**config.mk**
```make
export PLATFORM = sky130hd
export DESIGN_NAME = bus_wb_master
export DESIGN_NICKNAME = d
export VERILOG_FILES = /design/src/rtl/bus_wb_master.sv
export SDC_FILE = /design/constraint.sdc
export NUM_CORES = 1
export LEC_CHECK = 0
export ABC_CLOCK_PERIOD_IN_PS = 4700
export CAP_MARGIN = 20
export CORE_AREA = 5 5 118 120
export CTS_BUF_LIST = sky130_fd_sc_hd__clkbuf_16
export CTS_CLUSTER_DIAMETER = 120
export CTS_CLUSTER_SIZE = 25
export DETAILED_ROUTE_END_ITERATION = 8
export DIE_AREA = 0 0 123 125
export GPL_TIMING_DRIVEN = 0
export PLACE_DENSITY = 0.74
export SETUP_SLACK_MARGIN = 0.4
export SYNTH_ARGS = -nofsm -noshare
export SYNTH_HDL_FRONTEND = slang
export SYNTH_SLANG_ARGS = --single-unit
```
**constraint.sdc**
```tcl
create_clock -name clk -period 4.7 [get_ports clk]
set_input_delay 1.41 -clock clk [delete_from_list [all_inputs] [get_ports clk]]
set_output_delay 1.41 -clock clk [all_outputs]
set_load 0.01 [all_outputs]
```
**src/rtl/bus_wb_master.sv**
```systemverilog
`default_nettype none
// ============================================================================
// Module   : bus_wb_master
// Purpose  : Single-channel Wishbone classic master. Takes one arbitrated
//            request at a time, runs one bus cycle for it and returns a
//            single-cycle tagged response. A bus timeout keeps a hung slave
//            from stalling the requesting core forever.
// Ports    : clk, rst (async, active-low)
//            cmd_*  : request from arbiter (valid/core_id/we/sel/adr/dat)
//            rdy    : request accepted when cmd_valid & rdy at a clock edge
//            wb_*   : Wishbone classic master signals
//            rsp_*  : one-cycle response pulse with tag, data and error flag
// Revision : 1.0 - initial release
// ============================================================================
module bus_wb_master #(
    parameter int unsigned CORE_ID_W = 2,
    parameter int unsigned TIMEOUT   = 255,
    parameter logic [31:0] TO_DATA   = 32'hFFFF_FFFF
) (
    input  logic                 clk,
    input  logic                 rst,
    // request side
    input  logic                 cmd_valid,
    input  logic [CORE_ID_W-1:0] cmd_core_id,
    input  logic                 cmd_we,
    input  logic [3:0]           cmd_sel,
    input  logic [31:0]          cmd_adr,
    input  logic [31:0]          cmd_dat,
    output logic                 rdy,
    // Wishbone side
    output logic                 wb_cyc,
    output logic                 wb_stb,
    output logic                 wb_we,
    output logic [3:0]           wb_sel,
    output logic [31:0]          wb_adr,
    output logic [31:0]          wb_datw,
    input  logic                 wb_ack,
    input  logic                 wb_err,
    input  logic [31:0]          wb_datr,
    // response side
    output logic                 rsp_valid,
    output logic [CORE_ID_W-1:0] rsp_core_id,
    output logic [31:0]          rsp_data,
    output logic                 rsp_err
);

    // Counter only needs to reach TIMEOUT; at least one bit so the
    // declaration stays legal when the timeout is disabled.
    localparam int unsigned c_CNT_W     = (TIMEOUT < 2) ? 1 : $clog2(TIMEOUT + 1);
    localparam int unsigned c_TO_LAST_I = (TIMEOUT == 0) ? 0 : TIMEOUT - 1;
    localparam int unsigned c_CNT_MAX_I = TIMEOUT;
    localparam logic [c_CNT_W-1:0] c_TO_LAST = c_CNT_W'(c_TO_LAST_I);
    localparam logic [c_CNT_W-1:0] c_CNT_MAX = c_CNT_W'(c_CNT_MAX_I);
    localparam logic               c_TO_EN   = (TIMEOUT != 0);

    typedef enum logic [1:0] {
        IDLE = 2'd0,
        BUS  = 2'd1,
        RSP  = 2'd2
    } state_t;

    state_t                 state_q, state_d;
    logic                   cyc_q, cyc_d;
    logic                   we_q, we_d;
    logic [3:0]             sel_q, sel_d;
    logic [31:0]            adr_q, adr_d;
    logic [31:0]            datw_q, datw_d;
    logic [CORE_ID_W-1:0]   tag_q, tag_d;
    logic [c_CNT_W-1:0]     cnt_q, cnt_d;
    logic [CORE_ID_W-1:0]   rsp_id_q, rsp_id_d;
    logic [31:0]            rsp_data_q, rsp_data_d;
    logic                   rsp_err_q, rsp_err_d;

    logic                   w_rdy;
    logic                   w_accept;
    logic                   w_timeout;
    logic                   w_fail;

    // rdy is forced low during reset even though the state already reads IDLE.
    assign w_rdy     = rst && ((state_q == IDLE) || (state_q == RSP));
    assign w_accept  = cmd_valid && w_rdy;
    assign w_timeout = c_TO_EN && (cnt_q == c_TO_LAST);
    // Error beats ack; ack beats a timeout firing in the same cycle.
    assign w_fail    = wb_err || (!wb_ack && w_timeout);

    always_comb begin
        state_d    = state_q;
        cyc_d      = cyc_q;
        we_d       = we_q;
        sel_d      = sel_q;
        adr_d      = adr_q;
        datw_d     = datw_q;
        tag_d      = tag_q;
        cnt_d      = cnt_q;
        rsp_id_d   = rsp_id_q;
        rsp_data_d = rsp_data_q;
        rsp_err_d  = rsp_err_q;

        unique case (state_q)
            IDLE, RSP: begin
                if (w_accept) begin
                    state_d = BUS;
                    cyc_d   = 1'b1;
                    we_d    = cmd_we;
                    sel_d   = cmd_sel;
                    adr_d   = cmd_adr;
                    datw_d  = cmd_dat;
                    tag_d   = cmd_core_id;
                    cnt_d   = '0;
                end else begin
                    state_d = IDLE;
                end
            end
            BUS: begin
                if (wb_err || wb_ack || w_timeout) begin
                    state_d   = RSP;
                    cyc_d     = 1'b0;
                    rsp_id_d  = tag_q;
                    rsp_err_d = w_fail;
                    if (we_q) begin
                        rsp_data_d = 32'h0;
                    end else if (w_fail) begin
                        rsp_data_d = TO_DATA;
                    end else begin
                        rsp_data_d = wb_datr;
                    end
                end else if (cnt_q != c_CNT_MAX) begin
                    cnt_d = cnt_q + 1'b1;
                end
            end
            default: begin
                state_d = IDLE;
                cyc_d   = 1'b0;
            end
        endcase
    end

    always_ff @(posedge clk or negedge rst) begin
        if (!rst) begin
            state_q    <= IDLE;
            cyc_q      <= 1'b0;
            we_q       <= 1'b0;
            sel_q      <= '0;
            adr_q      <= '0;
            datw_q     <= '0;
            tag_q      <= '0;
            cnt_q      <= '0;
            rsp_id_q   <= '0;
            rsp_data_q <= '0;
            rsp_err_q  <= 1'b0;
        end else begin
            state_q    <= state_d;
            cyc_q      <= cyc_d;
            we_q       <= we_d;
            sel_q      <= sel_d;
            adr_q      <= adr_d;
            datw_q     <= datw_d;
            tag_q      <= tag_d;
            cnt_q      <= cnt_d;
            rsp_id_q   <= rsp_id_d;
            rsp_data_q <= rsp_data_d;
            rsp_err_q  <= rsp_err_d;
        end
    end

    assign rdy         = w_rdy;
    assign wb_cyc      = cyc_q;
    assign wb_stb      = cyc_q;
    assign wb_we       = cyc_q && we_q;
    assign wb_sel      = sel_q;
    assign wb_adr      = adr_q;
    assign wb_datw     = datw_q;
    assign rsp_valid   = (state_q == RSP);
    assign rsp_core_id = rsp_id_q;
    assign rsp_data    = rsp_data_q;
    assign rsp_err     = rsp_err_q;

endmodule
`default_nettype wire

```
==> out/results.ini, run 1 <==
[finish]
multi_input_area_um2 = 1868
finalNonFillerCells = 756
antenna_cells = 0
nFillCells = 1040
finish.utilization_pct = 61.34
seq_area_um2 = 2928
area_delta_synth_final_pct = 59.27
nNetsFinal = 679
design_area_um2 = 7898
drive_gt1_share_pct = 27.59

[floorplan]
initial_core_util_pct = 38.51
die_area_um2 = 15380
rows = 42
die_w_um = 123
core_region_area_um2 = 12870
die_h_um = 125
io_pins = 216

[min_path]
hold_start = rsp_data[31]
hold_depth = 1
hold-path-endpoint = rsp_data[31]
min_path_type = flip-flop to flip-flop

[setup_path]
crit_start = rst
setup.worst_path.start_class = primary input
cp_top_family = buffers and inverters
cp_max_fo = 61
critPathBufInv = 3
reg2reg_slack_ns = 2.91
cp.required_ns = 3.29
cp_slowest_stage_delay_ns = 0.56
worstPathCellList = buf_12, buf_16, nor2b_1, clkdlybuf4s50_1
rr_worst_depth = 4
crit_type = primary input to output pin
worstPathArrival_ns = 2.70
crit_path_end_kind = output pin
r2r-end = wb_adr[15]
slowest_stage = clkdlybuf4s50_1
r2r_start = state_q[0]

[place]
port_buffers = 215
dpl.cell_count = 725
placed_area_um2 = 7360
place.gp.congestion = 0.7526
dp_hpwl_mm = 9.720

[sta]
worstMarginPinSlew_ns = 0.3544
setup_viol = 0
period_share_pct = 87.40
tns_ns = 0
fin_crit_ns = 4.108
hold_viol_final = 0
finalMaxSlewViolations = 0
rsz0062_at_grt = no
slew_headroom_pct = 76.31
worst_clock_skew_ns = 0.004975
fmax_ghz = 0.2434

[clock_tree]
clock_sinks = 117
post_cts_buffers = 0
clk_path_buf_depth = 2
cts_hold_buf = 0
cts_tree = done
worstSkewPairLatency_ns = 0.40
numCtsBuffers = 17
clk_pin_slew_ns = 0.05
cts.htree.levels = 4
root_buffer = clkbuf_16

[synthesis]
synth_edf_count = 0
post-synth-top-area-fraction_pct = 59.05
syn_area_um2 = 4959
ys.warnings.count = 0
syn_nets = 443
synth_top_area_cell = dfrtp_1
async_reset_ff_share_pct = 100.0
synth_seq_area_share_pct = 59.05
ys.flop_type = dfrtp_1
synth_cell_types = 48
synth.area.top_cells = dfrtp_1 59%, mux2_2 16%, o2bb2ai_2 9.1%
syn_inst = 333
postSynthAreaPerCell_um2 = 14.89
ys_ff_latch = 117

[drt]
drtAntennaViolNets = 0
drc = 0
routed_wl_mm = 12.84
routedWlPerCell_um = 16.98
firstDrtPassIters = 4
initialDrtViolationCount = 101
vias_per_cell = 4.718
vias = 3567

[grt]
grt_pass1_wl_mm = 20.77
grt_max_degree = 61
use_met2_pct = 28.11
grtUsageTotal_pct = 17.30
grt_pass1_vias = 3980
grt_remaining_overflow = 0
grt_use_met3_pct = 8.672
grt.met1_usage_pct = 19.73
antenna_found_initial = 0
top_usage_layer = met2

[power_and_ir_drop]
irDropWorstVdd_v = 0.0002658
p_total_w = 0.003495
p_per_area_nw_per_um2 = 442.5
p_leak_nw = 3.291

[flow_run]
cap_viol_max_count = 0

[run_status]
status = completed

==> cell families after synthesis <==
kind of cell             Yosys count  share of synthesized area (%)
flip-flops                       117                          59.05
adder cells (fa/ha/maj)            2                         0.5046
buffers and inverters             25                          3.280
AO/OA/AOI/OAI                     51                          13.15
multiplexers                      76                          17.54
AND/OR/NAND/NOR                   62                          6.486
==> metal layers <==
| metal | routed length [um] | vias to the layer above |
|---|---|---|
| li1 | - | 1672 |
| met1 | 4900 | 1740 |
| met2 | 6369 | 142 |
| met3 | 1394 | 13 |
| met4 | 174 | 0 |
| met5 | 0 | - |
==> worst reg2reg max path, cell delays in order (launching register included) <==
cell and delay, ns:
dfrtp_1 0.42, nand3b_1 0.22, buf_2 0.30, buf_2 0.35, mux2_2 0.38
==> cells in the final DEF, fill, tap and decap left out, types with 2 or more instances in the layout <==
cell,instances
mux2_2,71
a2bb2oi_1,2
o2bb2ai_2,30
nand2_1,7
ha_1,2
buf_6,6
buf_4,3
dfrtp_1,117
a31oi_1,2
clkbuf_16,18
o2bb2ai_1,2
buf_2,10
nor2_1,34
inv_1,9
clkdlybuf4s50_1,214
clkinv_2,3
nor2b_1,2
nor3_1,2
nand3_1,3
clkinv_1,5
mux2_4,4
==> repair_timing <==
action,4_1_cts,5_1_grt
gates cloned,0,1
setup endpoints to repair,1,1
resized for setup,2,0
pin swaps,0,0
==> metrics by stage <==
step                hold WS [ns]  setup WS [ns]
floorplan                 0.4762          1.649
global placement          0.4723         -3.404
detailed placement        0.4799         0.2352
CTS                       0.4914         0.4270
global route              0.5103         0.4403
finish                    0.4917         0.5922
==> cell type report <==
class	instances	share of cell area, %
plain buffers	19	1.774
clock buffers	17	5.387
clock inverters	13	0.9981
inverters	6	0.2852
multi-input cells	191	23.65
flip-flops and latches	117	37.07
well taps	176	2.788
repair buffers	217	28.04
==> state kept, by name (all words and copies together) (netlist names) <==
register and cells:
cnt_q 8, rsp_core_id 2, rsp_data 32, rsp_err 1, state_q 2, tag_q 2
wb_adr 32, wb_cyc 1, wb_datw 32, wb_sel 4, we_q 1
==> power by group <==
group          internal (W)  total (W)  leakage, nW  switching (W)
clock network      0.000696    0.00110        0.265       0.000408
registers           0.00123    0.00137         1.42       0.000137
logic              0.000663    0.00103         1.61       0.000362
total               0.00259    0.00349         3.29       0.000907
==> worst max path at each step <==
stage	cells after the start	end	slack, ns
final	4	rdy	0.59
after global routing	4	rdy	0.44
after global placement	3	rdy	-3.40
after floorplan	1	rdy	1.65
after detailed placement	4	rdy	0.24
after CTS	4	rdy	0.43
==> Yosys cell counts, types with 2 or more instances <==
| master | n |
|---|---|
| dfrtp_1 | 117 |
| mux2_2 | 71 |
| nor2_1 | 34 |
| o2bb2ai_2 | 30 |
| buf_2 | 10 |
| nand2_1 | 7 |
| buf_6 | 6 |
| inv_1 | 5 |
| mux2_4 | 4 |
| buf_4 | 3 |
| nand3_1 | 3 |
| a2bb2oi_1 | 2 |
| a31oi_1 | 2 |
| ha_1 | 2 |
| nor2b_1 | 2 |
| nor3_1 | 2 |
| o2bb2ai_1 | 2 |
Power figures use the tool's default switching activity.
==> inputs of run 2 (changes only) <==
Settings changed: ABC_AREA from default to 1.
==> run 2 against run 1 <==
Net effect: non-clock buffer count unchanged; total power down 0.46%; setup slack better by 0.28 ns; sequential cell count unchanged; critical path type unchanged; highest routed layer unchanged.
==> out/results.ini, run 2 <==
[run_status]
status = completed

[sta]
tns_ns = 0
setup_viol = 0
worstMarginPinSlew_ns = 0.5288
fmax_ghz = 0.2611
finalMaxSlewViolations = 0
hold_viol_final = 0
period_share_pct = 81.49
fin_crit_ns = 3.830
slew_headroom_pct = 64.75
worst_clock_skew_ns = 0.008094
rsz0062_at_grt = no

[power_and_ir_drop]
p_total_w = 0.003478
irDropWorstVdd_v = 0.0002569
p_per_area_nw_per_um2 = 438.9
p_leak_nw = 3.694

[flow_run]
cap_viol_max_count = 0

[grt]
grt_pass1_wl_mm = 21.31
grt_remaining_overflow = 0
grtUsageTotal_pct = 17.74
antenna_found_initial = 0
grt_pass1_vias = 4275
grt_max_degree = 99

[synthesis]
synth.most_common_cell = nand2_1
syn_nets = 579
ys_ff_latch = 117
synth.area.top_cells = dfrtp_1 59%, mux2_2 13%, nand2_1 13%
netlist_top_cells_count = 166 x nand2_1, 117 x dfrtp_1, 58 x mux2_2
synth_top_area_cell = dfrtp_1
syn_inst = 469
syn_area_um2 = 4977
synth_cell_types = 22
ys.warnings.count = 0
postSynthAreaPerCell_um2 = 10.61
async_reset_ff_share_pct = 100.0
synth_seq_area_share_pct = 58.82
synth_edf_count = 0
ys.flop_type = dfrtp_1
post-synth-top-area-fraction_pct = 58.82

[drt]
routed_wl_mm = 13.34
initialDrtViolationCount = 215
firstDrtPassIters = 4
routedWlPerCell_um = 14.95
vias = 4057
vias_per_cell = 4.548
drc = 0
drtAntennaViolNets = 0

[clock_tree]
clk_path_buf_depth = 2
cts_hold_buf = 0
clk_pin_slew_ns = 0.05
worstSkewPairLatency_ns = 0.41
clock_sinks = 117
numCtsBuffers = 17
post_cts_resized = 0
cts.htree.levels = 4
post_cts_buffers = 0
cts_tree = done
root_buffer = clkbuf_16

[finish]
finish.utilization_pct = 61.55
mostFrequentLayoutCells = 214 x clkdlybuf4s50_1, 166 x nand2_1, 117 x dfrtp_1
antenna_cells = 0
nNetsFinal = 814
area_delta_synth_final_pct = 59.23
mostFrequentLayoutCell = clkdlybuf4s50_1
drive_gt1_share_pct = 15.92

[setup_path]
cp.required_ns = 3.29
worstPathArrival_ns = 2.42
cp_slowest_stage_delay_ns = 0.58
critPathBufInv = 3
crit_type = primary input to output pin
setup.worst_path.start_class = primary input
cp_max_fo = 21
worstPathCellList = buf_6, inv_1, nor2_2, clkdlybuf4s50_1
slowest_stage = clkdlybuf4s50_1
cp_top_family = buffers and inverters
crit_path_end_kind = output pin

[floorplan]
die_area_um2 = 15380
initial_core_util_pct = 38.66
core_region_area_um2 = 12870
rows = 42
die_w_um = 123
die_h_um = 125
io_pins = 216

[place]
dp_hpwl_mm = 10.02
place.gp.congestion = 0.8261
port_buffers = 215

[min_path]
min_path_type = flip-flop to flip-flop

run 2: changes by cell type after synthesis, moves of 11 or more:
cell,delta
o2bb2ai_2,-30
inv_1,+40
mux2_1,+11
nor2_1,-17
nand2_1,+159
mux2_2,-13
run 2: through the flow:
| stage | cell area, um^2 | hold slack, ns | setup WS, ns | cells |
|---|---|---|---|---|
| 5_1_grt | 7925 | 0.4896 | 0.7768 | 892 |
| 2_1_floorplan | 4977 | 0.4718 | 1.722 | 469 |
| 4_1_cts | 7925 | 0.4800 | 0.8393 | 892 |
| 3_5_place_dp | 7378 | 0.4638 | 0.8530 | 861 |
| 6_report | 7925 | 0.4778 | 0.8698 | 892 |
| 3_3_place_gp | 7350 | 0.4632 | -3.543 | 860 |
run 2: tightest hold or removal path: cells and delay by family (launching register included):
kind	cells	cell delay [ns]
flip-flops	1	0.33
AND/OR/NAND/NOR	2	0.11
run 2: worst paths after layout:
check	startpoint	to	slack [ns]	cells after the start
setup reg to reg	cnt_q[0]	rsp_data[13]	3.04	11
hold reg to reg	rsp_data[18]	rsp_data[18]	0.48	2
max in group asynchronous	rst	cnt_q[6]	3.09	2
min in group asynchronous	rst	rsp_data[10]	0.85	1
hold / removal	rsp_data[18]	rsp_data[18]	0.48	2
setup / recovery	rst	rdy	0.87	4
run 2: power by group:
part / internal [W] / switching, W / total (W) / leakage, nW
Sequential: 0.00122 / 0.000117 / 0.00134 / 1.41
Clock: 0.000759 / 0.000424 / 0.00118 / 0.269
Combinational: 0.000580 / 0.000377 / 0.000957 / 2.01
Total: 0.00256 / 0.000918 / 0.00348 / 3.69
run 2: routing by layer:
metal  routed length, um  GRT usage, %
met4                 359         7.296
met5                   0             0
met3                1397         8.220
met2                6426         28.82
met1                5153         20.11
run 2: final cells by class:
cell class,count,area [um^2]
tap,176,220.2
multi-input combinational,287,1703
clock buffer,17,425.4
buffer,20,177.7
fill,1049,4950
inverter,45,168.9
clock inverter,14,121.4
sequential,117,2928
timing repair buffer,216,2181
run 2: logic make-up after synthesis:
group | Yosys count | synth area share, %
AO/OA/AOI/OAI | 13 | 1.408
adder cells (fa/ha/maj) | 2 | 0.5027
buffers and inverters | 65 | 6.963
flip-flops | 117 | 58.82
multiplexers | 69 | 15.61
AND/OR/NAND/NOR | 203 | 16.69
